`src/rtl/fp_vr_pkg.sv`:
```
// Shared types and sizing helpers for the FP valid-ready responder shell.
// Default response field widths come from FP_VR_RES_W / FP_VR_TAG_W.
`ifndef FP_VR_RES_W
`define FP_VR_RES_W 16
`endif
`ifndef FP_VR_TAG_W
`define FP_VR_TAG_W 8
`endif

package fp_vr_pkg;

    localparam int FFLAGS_W = 5;

    typedef struct packed {
        logic [`FP_VR_TAG_W-1:0] tag;
        logic [`FP_VR_RES_W-1:0] res;
        logic [FFLAGS_W-1:0]     fflags;
    } resp_t;

    // Index width for a DEPTH-entry array; never zero so DEPTH=1 still has a pointer.
    function automatic int ptr_w(input int depth);
        return (depth > 1) ? $clog2(depth) : 1;
    endfunction

    // Width able to hold the values 0..depth inclusive.
    function automatic int cnt_w(input int depth);
        return $clog2(depth + 1);
    endfunction

endpackage

```
`src/rtl/fp_vr_fifo.sv`:
```
// Result buffer for the responder shell: DEPTH entries, pointers wrap modulo DEPTH
// so any DEPTH >= 1 works. Head is read straight from the storage registers.
module fp_vr_fifo
    import fp_vr_pkg::*;
#(
    parameter int DEPTH = 4,
    parameter int W     = $bits(resp_t),
    parameter int CNT_W = cnt_w(DEPTH)
) (
    input  logic             clk,
    input  logic             rst_n,
    input  logic             push,
    input  logic [W-1:0]     push_data,
    input  logic             pop,
    output logic [W-1:0]     head,
    output logic             full,
    output logic             empty,
    output logic [CNT_W-1:0] count
);

    localparam int PTR_W = ptr_w(DEPTH);

    logic [W-1:0]     mem [DEPTH];
    logic [PTR_W-1:0] wr_ptr;
    logic [PTR_W-1:0] rd_ptr;
    logic             do_push;
    logic             do_pop;

    function automatic logic [PTR_W-1:0] bump(input logic [PTR_W-1:0] p);
        return (p == PTR_W'(DEPTH - 1)) ? '0 : p + PTR_W'(1);
    endfunction

    assign empty   = (count == '0);
    assign full    = (count == CNT_W'(DEPTH));
    // A simultaneous pop frees the slot being written, so push is legal even when full.
    assign do_push = push & (~full | pop);
    assign do_pop  = pop & ~empty;
    assign head    = mem[rd_ptr];

    always_ff @(posedge clk) begin
        if (do_push) begin
            mem[wr_ptr] <= push_data;
        end
    end

    always_ff @(posedge clk) begin
        if (!rst_n) begin
            wr_ptr <= '0;
            rd_ptr <= '0;
            count  <= '0;
        end else begin
            if (do_push) begin
                wr_ptr <= bump(wr_ptr);
            end
            if (do_pop) begin
                rd_ptr <= bump(rd_ptr);
            end
            case ({do_push, do_pop})
                2'b10:   count <= count + CNT_W'(1);
                2'b01:   count <= count - CNT_W'(1);
                default: ;
            endcase
        end
    end

endmodule

```
`src/rtl/fp_vr_resp_shell.sv`:
```
// Valid-ready responder around a fixed-latency, non-stallable FP datapath, with credit-limited
// outstanding ops. Defining FP_VR_RESP_BYPASS_EN lets a result skip the buffer when it is empty.
module fp_vr_resp_shell
    import fp_vr_pkg::*;
#(
    parameter int LATENCY = 2,
    parameter int DEPTH   = 4,
    parameter int RES_W   = `FP_VR_RES_W,
    parameter int TAG_W   = `FP_VR_TAG_W
) (
    input  logic                clk,
    input  logic                rst_n,
    input  logic                in_valid,
    output logic                in_ready,
    input  logic [TAG_W-1:0]    in_tag,
    output logic                dp_vld_o,
    input  logic [RES_W-1:0]    dp_res_i,
    input  logic [FFLAGS_W-1:0] dp_fflags_i,
    output logic                out_valid,
    input  logic                out_ready,
    output logic [RES_W-1:0]    out_res,
    output logic [FFLAGS_W-1:0] out_fflags,
    output logic [TAG_W-1:0]    out_tag
);

    localparam int CRED_W = cnt_w(DEPTH);
    localparam int ENT_W  = TAG_W + RES_W + FFLAGS_W;

    logic [CRED_W-1:0]  cred_q;
    logic [LATENCY-1:0] vld_q;
    logic [TAG_W-1:0]   tag_q [LATENCY];
    logic               fire_in;
    logic               fire_out;
    logic               tail_vld;
    logic               fifo_push;
    logic               fifo_pop;
    logic               fifo_full;
    logic               fifo_empty;
    logic [CRED_W-1:0]  fifo_count;
    logic [ENT_W-1:0]   push_data;
    logic [ENT_W-1:0]   fifo_head;

    assign in_ready  = rst_n & (cred_q != '0);
    assign fire_in   = in_valid & in_ready;
    assign dp_vld_o  = fire_in;
    assign fire_out  = out_valid & out_ready;
    assign tail_vld  = vld_q[LATENCY-1];
    assign push_data = {tag_q[LATENCY-1], dp_res_i, dp_fflags_i};

    // One credit per buffer slot: an op holds its credit from acceptance until its response leaves.
    always_ff @(posedge clk) begin
        if (!rst_n) begin
            cred_q <= CRED_W'(DEPTH);
        end else begin
            case ({fire_in, fire_out})
                2'b10:   cred_q <= cred_q - CRED_W'(1);
                2'b01:   cred_q <= cred_q + CRED_W'(1);
                default: ;
            endcase
        end
    end

    always_ff @(posedge clk) begin
        if (!rst_n) begin
            vld_q <= '0;
            for (int i = 0; i < LATENCY; i++) begin
                tag_q[i] <= '0;
            end
        end else begin
            vld_q[0] <= fire_in;
            tag_q[0] <= in_tag;
            for (int i = 1; i < LATENCY; i++) begin
                vld_q[i] <= vld_q[i-1];
                tag_q[i] <= tag_q[i-1];
            end
        end
    end

`ifdef FP_VR_RESP_BYPASS_EN
    logic byp_sel;

    // With nothing buffered the datapath tail is the oldest result, so it may go straight out.
    assign byp_sel   = fifo_empty & tail_vld;
    assign out_valid = ~fifo_empty | tail_vld;
    assign {out_tag, out_res, out_fflags} = byp_sel ? push_data : fifo_head;
    assign fifo_push = tail_vld & ~(byp_sel & out_ready);
`else
    assign out_valid = ~fifo_empty;
    assign {out_tag, out_res, out_fflags} = fifo_head;
    assign fifo_push = tail_vld;
`endif
    assign fifo_pop = out_ready & ~fifo_empty;

    fp_vr_fifo #(
        .DEPTH (DEPTH),
        .W     (ENT_W),
        .CNT_W (CRED_W)
    ) u_fifo (
        .clk       (clk),
        .rst_n     (rst_n),
        .push      (fifo_push),
        .push_data (push_data),
        .pop       (fifo_pop),
        .head      (fifo_head),
        .full      (fifo_full),
        .empty     (fifo_empty),
        .count     (fifo_count)
    );

    a_no_push_full: assert property (@(posedge clk) disable iff (!rst_n)
        !(fifo_push && fifo_full && !fifo_pop));

    a_cred_max: assert property (@(posedge clk) disable iff (!rst_n)
        cred_q <= CRED_W'(DEPTH));

    a_cred_conserved: assert property (@(posedge clk) disable iff (!rst_n)
        (32'(fifo_count) + 32'($countones(vld_q)) + 32'(cred_q)) == 32'(DEPTH));

endmodule

```
`config.mk`:
```
export PLATFORM = sky130hd
export DESIGN_NAME = fp_vr_resp_shell
export DESIGN_NICKNAME = d
export VERILOG_FILES = /design/src/rtl/fp_vr_pkg.sv /design/src/rtl/fp_vr_fifo.sv /design/src/rtl/fp_vr_resp_shell.sv
export SDC_FILE = /design/constraint.sdc
export NUM_CORES = 1
export LEC_CHECK = 0
export ABC_AREA = 1
export CORE_UTILIZATION = 50
export DETAILED_ROUTE_END_ITERATION = 12
export GPL_ROUTABILITY_DRIVEN = 0
export PLACE_DENSITY = 0.76
export SKIP_CTS_REPAIR_TIMING = 1
export SLEW_MARGIN = 20
export SYNTH_ARGS = -nofsm -noshare
export SYNTH_HDL_FRONTEND = slang
export SYNTH_SLANG_ARGS = --single-unit
```
`constraint.sdc`:
```
create_clock -name clk -period 2.7 [get_ports clk]
set_clock_uncertainty 0.2 [all_clocks]
set_input_delay 0.675 -clock clk [delete_from_list [all_inputs] [get_ports clk]]
set_output_delay 0.675 -clock clk [all_outputs]
set_load 0.01 [all_outputs]
```
# Yosys cells after proc, flatten, opt, wreduce, memory -nomap -nowiden
# Memories as Yosys holds them, arrays and structs flattened. A register that Yosys moved wholly into a read port is not among the register bits.
# Index checks and enable logic that the tools add are counted.
[op_classes] add_sub_neg=6 eq_ne=7 mux=12 n_bitwise=10 reduce_logical=4
[ops] operator="$mux 8" count=2
[ops] operator="$pmux 3 s2" count=2
[ops] operator="$eq 2x2->1 const B" count=4
[ops] operator="$mux 2" count=4
[ops] operator="$add 3x1->3 const B" count=2
[ops] operator="$sub 3x1->3 const B" count=2
[ops] operator="$and 1x1->1" count=5
[ops] operator="$add 2x1->2 const B" count=2
[ops] operator="$eq 2x1->1 const B" count=2
[ops] operator="$mux 1" count=4
[ops] operator="$reduce_bool 2->1" count=2
[ops] operator="$eq 3x3->1 const B" count=1
[ops] operator="$logic_not 3->1" count=1
[ops] operator="$or 1x1->1" count=3
[ops] operator="$reduce_bool 3->1" count=1
[ops] operator="$not 1->1" count=2
[totals] register_bits=12 ram_bits=132 in_bits=33 mem_count=2
[memory_table] name="u_fifo.mem" depth=4 word_bits=29 read_ports=1 rd_clocked_by_memory_dff=1 write_ports=1 line="fp_vr_fifo.sv:23" rtl="logic [W-1:0] mem [DEPTH];"
[memory_table] name="tag_q" depth=2 word_bits=8 read_ports=2 rd_clocked_by_memory_dff=0 write_ports=2 line="fp_vr_resp_shell.sv:31" rtl="logic [TAG_W-1:0] tag_q [LATENCY];"

# Depth between registers and ports, before layout
[logic_depth] depth_word=7 ltp_mapped=13

# Modules after synthesis
# From an unflattened synthesis, not the netlist that was laid out.
[hier_totals] cells_unflattened=432 hier_area_um2=5798.1
[by_module_without_submodules] module="fp_vr_fifo" n_inst=1 cells_per_inst=349 area_per_inst_um2=5094.9
[by_module_without_submodules] module="fp_vr_resp_shell" n_inst=1 cells_per_inst=83 area_per_inst_um2=703.2

# Worst setup path after synthesis
# No wires, ideal clock.
[synth_path] path_kind="input to register" from="input port out_ready" to="memory u_fifo.mem[0][0] (netlist bit), enable pin" t_arrival_ns=2.185 t_required_ns=2.085 slack_ns=-0.100 cell_stages=4 cell_sequence="nor2_1 -> nand2_1 -> nand2_1 -> nor2_1"
[synth_between] elab_chain_cells=5
[synth_rtl] element="from (decl)" line="fp_vr_resp_shell.sv:20" rtl="input logic out_ready,"
[synth_rtl] element="$and 1x1->1" line="fp_vr_resp_shell.sv:92" rtl="assign fifo_pop = out_ready & ~fifo_empty;"
[synth_rtl] element="$or 1x1->1" line="fp_vr_fifo.sv:36" rtl="assign do_push = push & (~full | pop);"
[synth_rtl] element="$and 1x1->1" line="fp_vr_fifo.sv:36"
[synth_rtl] element="$mux 1" line="fp_vr_fifo.sv:41" rtl="if (do_push) begin"
[synth_rtl] element="$mux 1 (not written as such)" line="fp_vr_fifo.sv:42" rtl="mem[wr_ptr] <= push_data;"
[synth_rtl] element="to (decl)" line="fp_vr_fifo.sv:23"
# No other way between the ends.

# Final worst setup path
[layout_path] from="input port rst_n" to="output port dp_vld_o"
[layout_between] elab_chain_cells=2
[layout_rtl] element="from (decl)" line="fp_vr_resp_shell.sv:12" rtl="input logic rst_n,"
[layout_rtl] element="$and 1x1->1" line="fp_vr_resp_shell.sv:43" rtl="assign in_ready = rst_n & (cred_q != '0);"
[layout_rtl] element="$and 1x1->1" line="fp_vr_resp_shell.sv:44" rtl="assign fire_in = in_valid & in_ready;"
[layout_rtl] element="to (decl)" line="fp_vr_resp_shell.sv:16" rtl="output logic dp_vld_o,"
# No other way between the ends.

==> run_results.csv <==
group,metric,value,unit
power_and_ir_drop,leakage,2.98,nW
timing,worstMarginPinSlew,0.263,ns
synth,synth_area_leaders,"edfxtp_1 (60%), dfxtp_1 (10%), o21ai_0 (5.2%)",
critical_path,reg2reg_slack,0.65,ns
layout,final_nets,563,
grt,grt_max_degree,31,
routing,wl_per_cell,16.3,microns
critical_path,crit_fanout,2,
routing,drtPass1Iterations,4,
layout,final_area,0.00749,sq mm
power_and_ir_drop,p_clk_share,29.3,%
floorplanning,die-area,0.0121,sq mm
grt,grt_overflow,0,
synth,yosysWarnings,0,
synth,synth-xor-area-share,0,%
floorplanning,num_rows,38,
grt,antenna_found_initial,0,
timing,rsz0062_at_grt,"no",
floorplanning,die_x,110,microns
clock_tree,h-tree-depth,4,
placed_design,dp_hpwl,6380,microns
job,cap_viol_max_count,0,
min_path,holdPathEnd,"tag_q[0][12]",
synth,ys_seq_elements,146,
power_and_ir_drop,internal_power,4.78,mW
layout,fill_cells,753,
min_path,hp-start,"tag_q[0][4]",
power_and_ir_drop,power-per-cell-area,926,mW/mm^2
synth,syn-num-nets,474,
clock_tree,clk_latency,0.41,ns
timing,setup_viol_count_final,0,
timing,final.min_clock_period,2.50,ns
routing,vias,3559,
timing,hold_viol_final,0,
synth,muxShareOfSynthArea,0,%
routing,wl,11000,microns
critical_path,setup.worst_path.start_class,"primary input",
critical_path,reg2reg_depth,9,
clock_tree,cts_tree,"yes",
routing,drt-met1-wl,4570,microns
power_and_ir_drop,swShare,31.1,%
placed_design,placed_area,0.00681,sq mm
layout,drive_above_1_share,23.4,%
layout,regArea,0.00409,sq mm
placed_design,dp.cells,638,
layout,layout.cells.non_filler,674,
timing,max-slew-margin-rel,82.3,%
critical_path,critPathMaxStageDelay,0.49,ns
grt,grt_pass1_vias,3575,
synth,yosysSeqAreaShare,70.3,%
power_and_ir_drop,power_frac_comb,32.7,%
power_and_ir_drop,p_seq_share,38.0,%
synth,synth_compound_area_share,11.6,%
synth,syn_area_per_cell,13.4,sq um
power_and_ir_drop,irDropWorstVdd,614,uV
floorplanning,die_y,110,microns
grt,grtUsageTotal,18.9,%
routing,ant_nets,0,
routing,highest_layer,"met4",
timing,slew_viol_final,0,
critical_path,cp_cell_sequence,"clkdlybuf4s50_1 > inv_2 > a31oi_2 > nand2_1 > inv_1 > dlymetal6s2s_1",
layout,multi_input_area,0.00145,sq mm
synth,synth_top_area_share,60.0,%
grt,grt_pass1_wl,16800,microns
clock_tree,cts_root_buf,"clkbuf_16",
critical_path,crit_path_end_kind,"output port",
synth,synth_area,0.00581,sq mm
synth,synth_top_family_by_area,"compound AO/OA/AOI/OAI gates",
min_path,timing.hold.worst.class,"reg2reg",
clock_tree,clockBufferDepth,2,
critical_path,reg2reg_from,"cred_q[1]",
synth,postSynthCellCount,432,
clock_tree,clk_pin_slew,0.06,ns
critical_path,worstReg2RegEnd,"cred_q[1]",
routing,wl_met3,544,microns
synth,netlist-cell-type-count,26,
routing,viasPerCell,5.28,
routing,dr_wl_met2,5780,microns
critical_path,arrival,1.63,ns
run_status,outcome,"completed",
critical_path,path_class,"in2out",
floorplanning,coreArea,0.0111,sq mm
synth,synth_fa_ha_area_share,2.20,%
critical_path,critPathSlowestCell,"clkdlybuf4s50_1",
clock_tree,cts_num_sinks,146,
floorplanning,top_level_ports,65,
routing,drt_iter0_drc,170,
routing,drc_errors,0,
timing,max_freq,0.400,GHz
placed_design,numPortBuffers,64,
clock_tree,cts_made_buffers,17,
synth,yosysTopAreaCell,"edfxtp_1",
layout,areaGrowthSynthToFinish,29.0,%
power_and_ir_drop,p_switching,2.16,mW
critical_path,required,1.82,ns
timing,fin_crit_sh,92.6,%
min_path,min_path_cells,2,
floorplanning,initial_core_util,52.4,%
layout,diodes,0,
synth,yosys.area_share.simple,10.6,%
==> cell type report <==
class	count	share of cell area [%]
Clock buffer	19	5.78
Clock inverter	13	1.17
Inverter	42	2.20
Multi-Input combinational cell	223	19.4
Sequential cell	146	54.6
Tap cell	140	2.34
Timing Repair Buffer	91	14.6
==> power by group through the flow <==
| stage | combinational (mW) | sequential [mW] | clock [mW] |
|---|---|---|---|
| after floorplan | 1.30 | 2.65 | 0 |
| after global placement | 2.17 | 2.67 | 0 |
| after detailed placement | 2.24 | 2.67 | 0 |
| after CTS | 2.26 | 2.63 | 2.07 |
| after global routing | 2.48 | 2.65 | 2.18 |
| final | 2.27 | 2.64 | 2.04 |
==> worst max-delay path by stage <==
stage	start	endpoint	slack (ns)	depth (start not counted)
3_5_place_dp	rst_n	dp_vld_o	-0.19	6
3_3_place_gp	rst_n	dp_vld_o	-0.21	6
2_1_floorplan	out_ready	u_fifo.mem[0][0]	-0.1	4
5_1_grt	rst_n	dp_vld_o	0.09	6
6_report	rst_n	dp_vld_o	0.20	6
4_1_cts	register	out_fflags[3]	-0.23	5
==> critical path, delay by kind of cell <==
| kind | cells | cell delay (ns) |
|---|---|---|
| AOI/OAI and AO/OA | 1 | 0.14 |
| and+or+nand+nor | 1 | 0.08 |
| buffers and inverters | 4 | 0.72 |
==> Yosys cell counts <==
master      n
nor2_4     20
dfxtp_1    30
o22ai_1     9
nand4_1     1
buf_4       1
inv_1      30
or2_1       1
clkbuf_1    2
o22ai_2    20
nand3_1     7
o21ai_1     2
fa_1        2
buf_6       2
buf_12      2
a31oi_2     1
edfxtp_1  116
o21ai_0    60
buf_2      14
a21oi_1     6
a21boi_1    1
nor2_1     42
nor2_2     10
inv_2      12
ha_1        7
a21boi_0    1
nand2_1    33
==> per-stage QoR <==
stage	setup slack, ns	hold WS, ns	total power, mW	setup TNS (ns)	utilization (%)
6_report	0.199	0.218	6.94	0	67.7
5_1_grt	0.0866	0.238	7.31	0	67.7
4_1_cts	-0.232	0.220	6.96	-4.50	66.1
3_5_place_dp	-0.194	0.201	4.91	-0.489	61.4
3_3_place_gp	-0.206	0.202	4.84	-0.370	61.4
2_1_floorplan	-0.0997	0.190	3.95	-11.57	-
==> layout by cell type, fill, tap and decap left out, types with 3 or more instances in the layout <==
cell type / count
nand3_1: 7
a21oi_1: 6
o21ai_0: 57
buf_12: 10
o22ai_1: 9
nor2_4: 24
nand2_1: 33
inv_2: 10
inv_6: 3
nor2_2: 10
o22ai_2: 20
nor2_1: 38
o21ai_1: 4
clkdlybuf4s50_1: 33
clkbuf_16: 19
buf_4: 13
dfxtp_1: 28
inv_1: 30
edfxtp_1: 116
ha_1: 7
dlymetal6s2s_1: 31
clkinvlp_4: 7
==> flip-flops by register name, summed over array words and instances (netlist names), named ones only <==
| register | cells |
|---|---|
| tag_q | 16 |
| u_fifo.mem | 116 |
| cred_q | 3 |
| u_fifo.wr_ptr | 2 |
| u_fifo.count | 3 |
| vld_q | 2 |
| u_fifo.rd_ptr | 2 |
==> cells by family (layout without fill, tap and decap cells) <==
| group | Yosys count | in the layout |
|---|---|---|
| compound gates | 100 | 100 |
| fa+ha+maj | 9 | 9 |
| buf+inv | 63 | 165 |
| flops | 146 | 146 |
| simple gates | 114 | 114 |
==> metal layers <==
layer	vias up	global-route usage [%]
met4	0	7.81
met5	-	0
met2	101	32.5
met1	1751	22.4
li1	1697	-
met3	10	5.04
Note: power is estimated with default switching activity, not from simulation.
==> variant 1: new RTL, config.mk and constraints unchanged <==
The package constant `FFLAGS_W` goes from 5 to 6.
--- a/src/rtl/fp_vr_pkg.sv
+++ b/src/rtl/fp_vr_pkg.sv
@@ -11,3 +11,3 @@
 
-    localparam int FFLAGS_W = 5;
+    localparam int FFLAGS_W = 6;
 
Ports: changed (resized dp_fflags_i and out_fflags); port bits go from 65 to 67. No check against the original RTL was run, so the function may have changed too.
==> variant 1 against the original RTL <==
  * Area after synthesis fell by 1.9%
  * First-iteration DRC count rose by 43%
  * Sequential power rose by 3%
  * Worst setup slack got worse by 0.040 ns
  * Fmax is 1.6% lower
  * Total power shrank 1.0%
  * Wire length shrank 1.8%
  * Sequential cell count grew 4
  * Utilization fell by 0.78 points
  * Design area is 2.0% lower
==> variant 1: results (changes against the original RTL) <==
Run status
  • Status: finished, final reports clean

Layout
  • Top flop regs: u_fifo.mem: 120 flops, tag_q: 16 flops
  • Layout cell share with drive strength beyond 1: 12.7% (-11 points)
  • Fin cells: 683 (+1.3%)

Yosys
  • Post-synth top cells: edfxtp_1 (120), nor2_1 (73), o21ai_0 (56)
  • Synth top area cells: edfxtp_1 (63%), dfxtp_1 (11%), o21ai_0 (4.9%)
  • Syn_nets: 485 (+2.3%)
  • Synth Area in Compound Gates: 10.1% (-1.5 points)

Setup path
  • Arr. time, crit path: 1.67 ns (+0.04 ns)
  • Worst r2r src: cred_q[0]

Power
  • Leakage: 3.01 nW (+0.89%)
  • Maximum vdd ir drop: 0.448 mV (-27%)
  • Part of the power in registers: 39.5% (+1.5 points)
  • Switch share: 30.8% (-0.30 points)
  • P_comb: 0.00201 W (-11%)
  • Power Dens Cells: 936 nW/µm² (+1.0%)

Place
  • Pre-CTS WS: -0.224 ns (-0.0302 ns)
  • Dpl cells: 650 (+1.9%)
  • Port buffer count: 66 (+3.1%)
  • DP HPWL: 6630 µm (+3.9%)
  • DP Area: 6680 µm² (-1.8%)

STA
  • Slew HR: 83.0% (+0.70 points)
  • Final worst hold slack: 0.214 ns (-0.00398 ns)

Global routing
  • GRT Util Overall: 19.3% (+0.44 points)
  • Vias in the first global route: 3598 (+0.64%)

Drt
  • Via density per instance: 5.25 (-0.60%)

Hold path
  • Worst hold start: tag_q[0][3]
variant 1: cell type report:
| class | count | area [µm²] |
|---|---|---|
| flip-flops and latches | 150 | 4210 |
| fillers | 762 | 3640 |
| multi-input cells | 228 | 1200 |
| repair buffers | 91 | 1050 |
| clock buffers | 17 | 425 |
| well taps | 140 | 175 |
| inverters | 42 | 170 |
| clock inverters | 15 | 121 |
variant 1: worst max-delay path by stage:
stage	start	to	slack (ns)	depth (start not counted)
2_1_floorplan	out_ready	u_fifo.mem[3][0]	-0.08	4
3_3_place_gp	rst_n	dp_vld_o	-0.19	6
3_5_place_dp	rst_n	dp_vld_o	-0.22	6
4_1_cts	flip-flop	out_tag[3]	-0.25	4
5_1_grt	flip-flop	out_res[7]	0.06	5
6_report	rst_n	dp_vld_o	0.16	6
variant 1: routing by layer:
metal  track usage (%)  vias to the layer above  part of all wire, %
met5                 0                        -                    0
met4              5.50                        0                 0.21
met3              4.78                        2                  6.9
met2              34.8                      141                   53
met1              22.9                     1711                   40
li1                  -                     1731                    -
==> variant 2: new RTL, same settings <==
Made on the original files. Reset style: asynchronous (`rst_n`), changed in 3 clocked blocks.
--- a/src/rtl/fp_vr_fifo.sv
+++ b/src/rtl/fp_vr_fifo.sv
@@ -45,3 +45,3 @@
 
-    always_ff @(posedge clk) begin
+    always_ff @(posedge clk or negedge rst_n) begin
         if (!rst_n) begin
--- a/src/rtl/fp_vr_resp_shell.sv
+++ b/src/rtl/fp_vr_resp_shell.sv
@@ -50,3 +50,3 @@
     // One credit per buffer slot: an op holds its credit from acceptance until its response leaves.
-    always_ff @(posedge clk) begin
+    always_ff @(posedge clk or negedge rst_n) begin
         if (!rst_n) begin
@@ -62,3 +62,3 @@
 
-    always_ff @(posedge clk) begin
+    always_ff @(posedge clk or negedge rst_n) begin
         if (!rst_n) begin
Formal check against the unedited RTL: differs if rst_n is asserted again (counterexample within 4 cycles, from zero or initial values and one cycle with rst_n low); with rst_n held inactive, the same outputs for 10 cycles.
==> variant 2 against the original RTL <==
  * The run now ends with negative setup slack left
  * Global-route usage is 1.2 points lower
  * Largest cell class unchanged
  * Register-to-register slack worse by 0.04 ns
  * Wire length is 8.8% lower
  * Worst setup slack worse by 0.38 ns
  * Design area is 2.3% lower
  * Total power is 9.8% higher
  * Area after synthesis is 0.93% lower
  * Sequential cell count is 2 lower
  * Count of clock-buffer cells in the layout is 2 lower
  * Sequential share of layout area is 2.7 points higher
==> variant 2: results (changes against the original RTL) <==
STA
  • Final setup violation count: 11 (+11)
  • Slew @ Worst Pin: 0.388 ns (+0.125 ns)
  • Slack of the critical path: -0.186 ns (-0.385 ns)

Global routing
  • Global-route wire length before repair: 15300 µm (-8.7%)
  • Vias in the first global route: 3255 (-9.0%)
  • M2 GR Usage: 30.3% (-2.2 points)
  • M3 GR Usage: 5.56% (+0.52 points)
  • Routing usage on met1: 20.7% (-1.7 points)
  • Antenna violations before repair: 1 (+1)

Drt
  • Via density per instance: 5.04 (-4.6%)
  • Max Used Layer: met5
  • Wire per inst: 14.9 µm (-8.7%)
  • Routed met2 length: 5180 µm (-10%)

Setup path
  • R2R Setup Slk: 0.61 ns (-0.04 ns)
  • Worst Path Max Fanout: 59 (+57)
  • Worst r2r src: cred_q[2]
  • CP endpoint: out_res[6]
  • Arr. time, crit path: 2.01 ns (+0.38 ns)
  • CP Launch Point: u_fifo.rd_ptr[0]

Run status
  • Status: finished, violations left
  • Failing checks: negative setup slack

Layout
  • Fin cells: 673 (-0.15%)
  • Final nets: 562 (-0.18%)
  • Layout cell share with drive strength beyond 1: 15.8% (-7.6 points)
  • Filler cell count: 790 (+4.9%)

Yosys
  • Syn_nets: 482 (+1.7%)
  • Synth top area cells: edfxtp_1 (61%), dfrtp_1 (12%), nand2_1 (5.4%)
  • Synth Area per Inst: 13.1 µm² (-2.7%)
  • Post-synth top cells: edfxtp_1 (116), nand2_1 (83), inv_1 (76)
  • FFs w/ async S/R, synth: 19.4% (+19 points)
  • Register area share after synthesis: 72.7% (+2.4 points)

Hold path
  • Hold WC Path Type: primary input to asynchronous set/reset pin

Place
  • Dpl cells: 639 (+0.16%)
  • DP HPWL: 5920 µm (-7.3%)

Power
  • Seq pwr: 0.00282 W (+7%)
variant 2: final cells by class:
cell class	count	share of cell area [%]
timing repair buffer	81	12.4
clock buffer	17	5.81
sequential	144	57.2
multi-input combinational	200	16.4
tap	140	2.39
clock inverter	15	1.83
inverter	76	3.90
variant 2: through the flow:
step / hold WS (ns) / cell area, µm² / TNS (ns) / power (W) / setup WS (ns)
after global placement: 0.133 / 6680 / 0 / 0.00537 / 0.0302
after CTS: 0.118 / 7240 / -5.52 / 0.00767 / -0.268
final: 0.106 / 7320 / -1.62 / 0.00762 / -0.186
after global routing: 0.125 / 7320 / -2.72 / 0.00806 / -0.299
after floorplan: 0.131 / 5750 / -10.03 / 0.00437 / -0.0864
after detailed placement: 0.135 / 6680 / 0 / 0.00547 / 0.0212
variant 2: logic make-up after synthesis:
group                      Yosys count  synth area share [%]
DFF                                144                  72.7
and+or+nand+nor                    100                  6.74
buffers and inverters               96                  7.22
AOI/OAI and AO/OA                   89                  10.8
adders and majority gates            9                  2.22
xor gates and xnor gates             2                 0.304
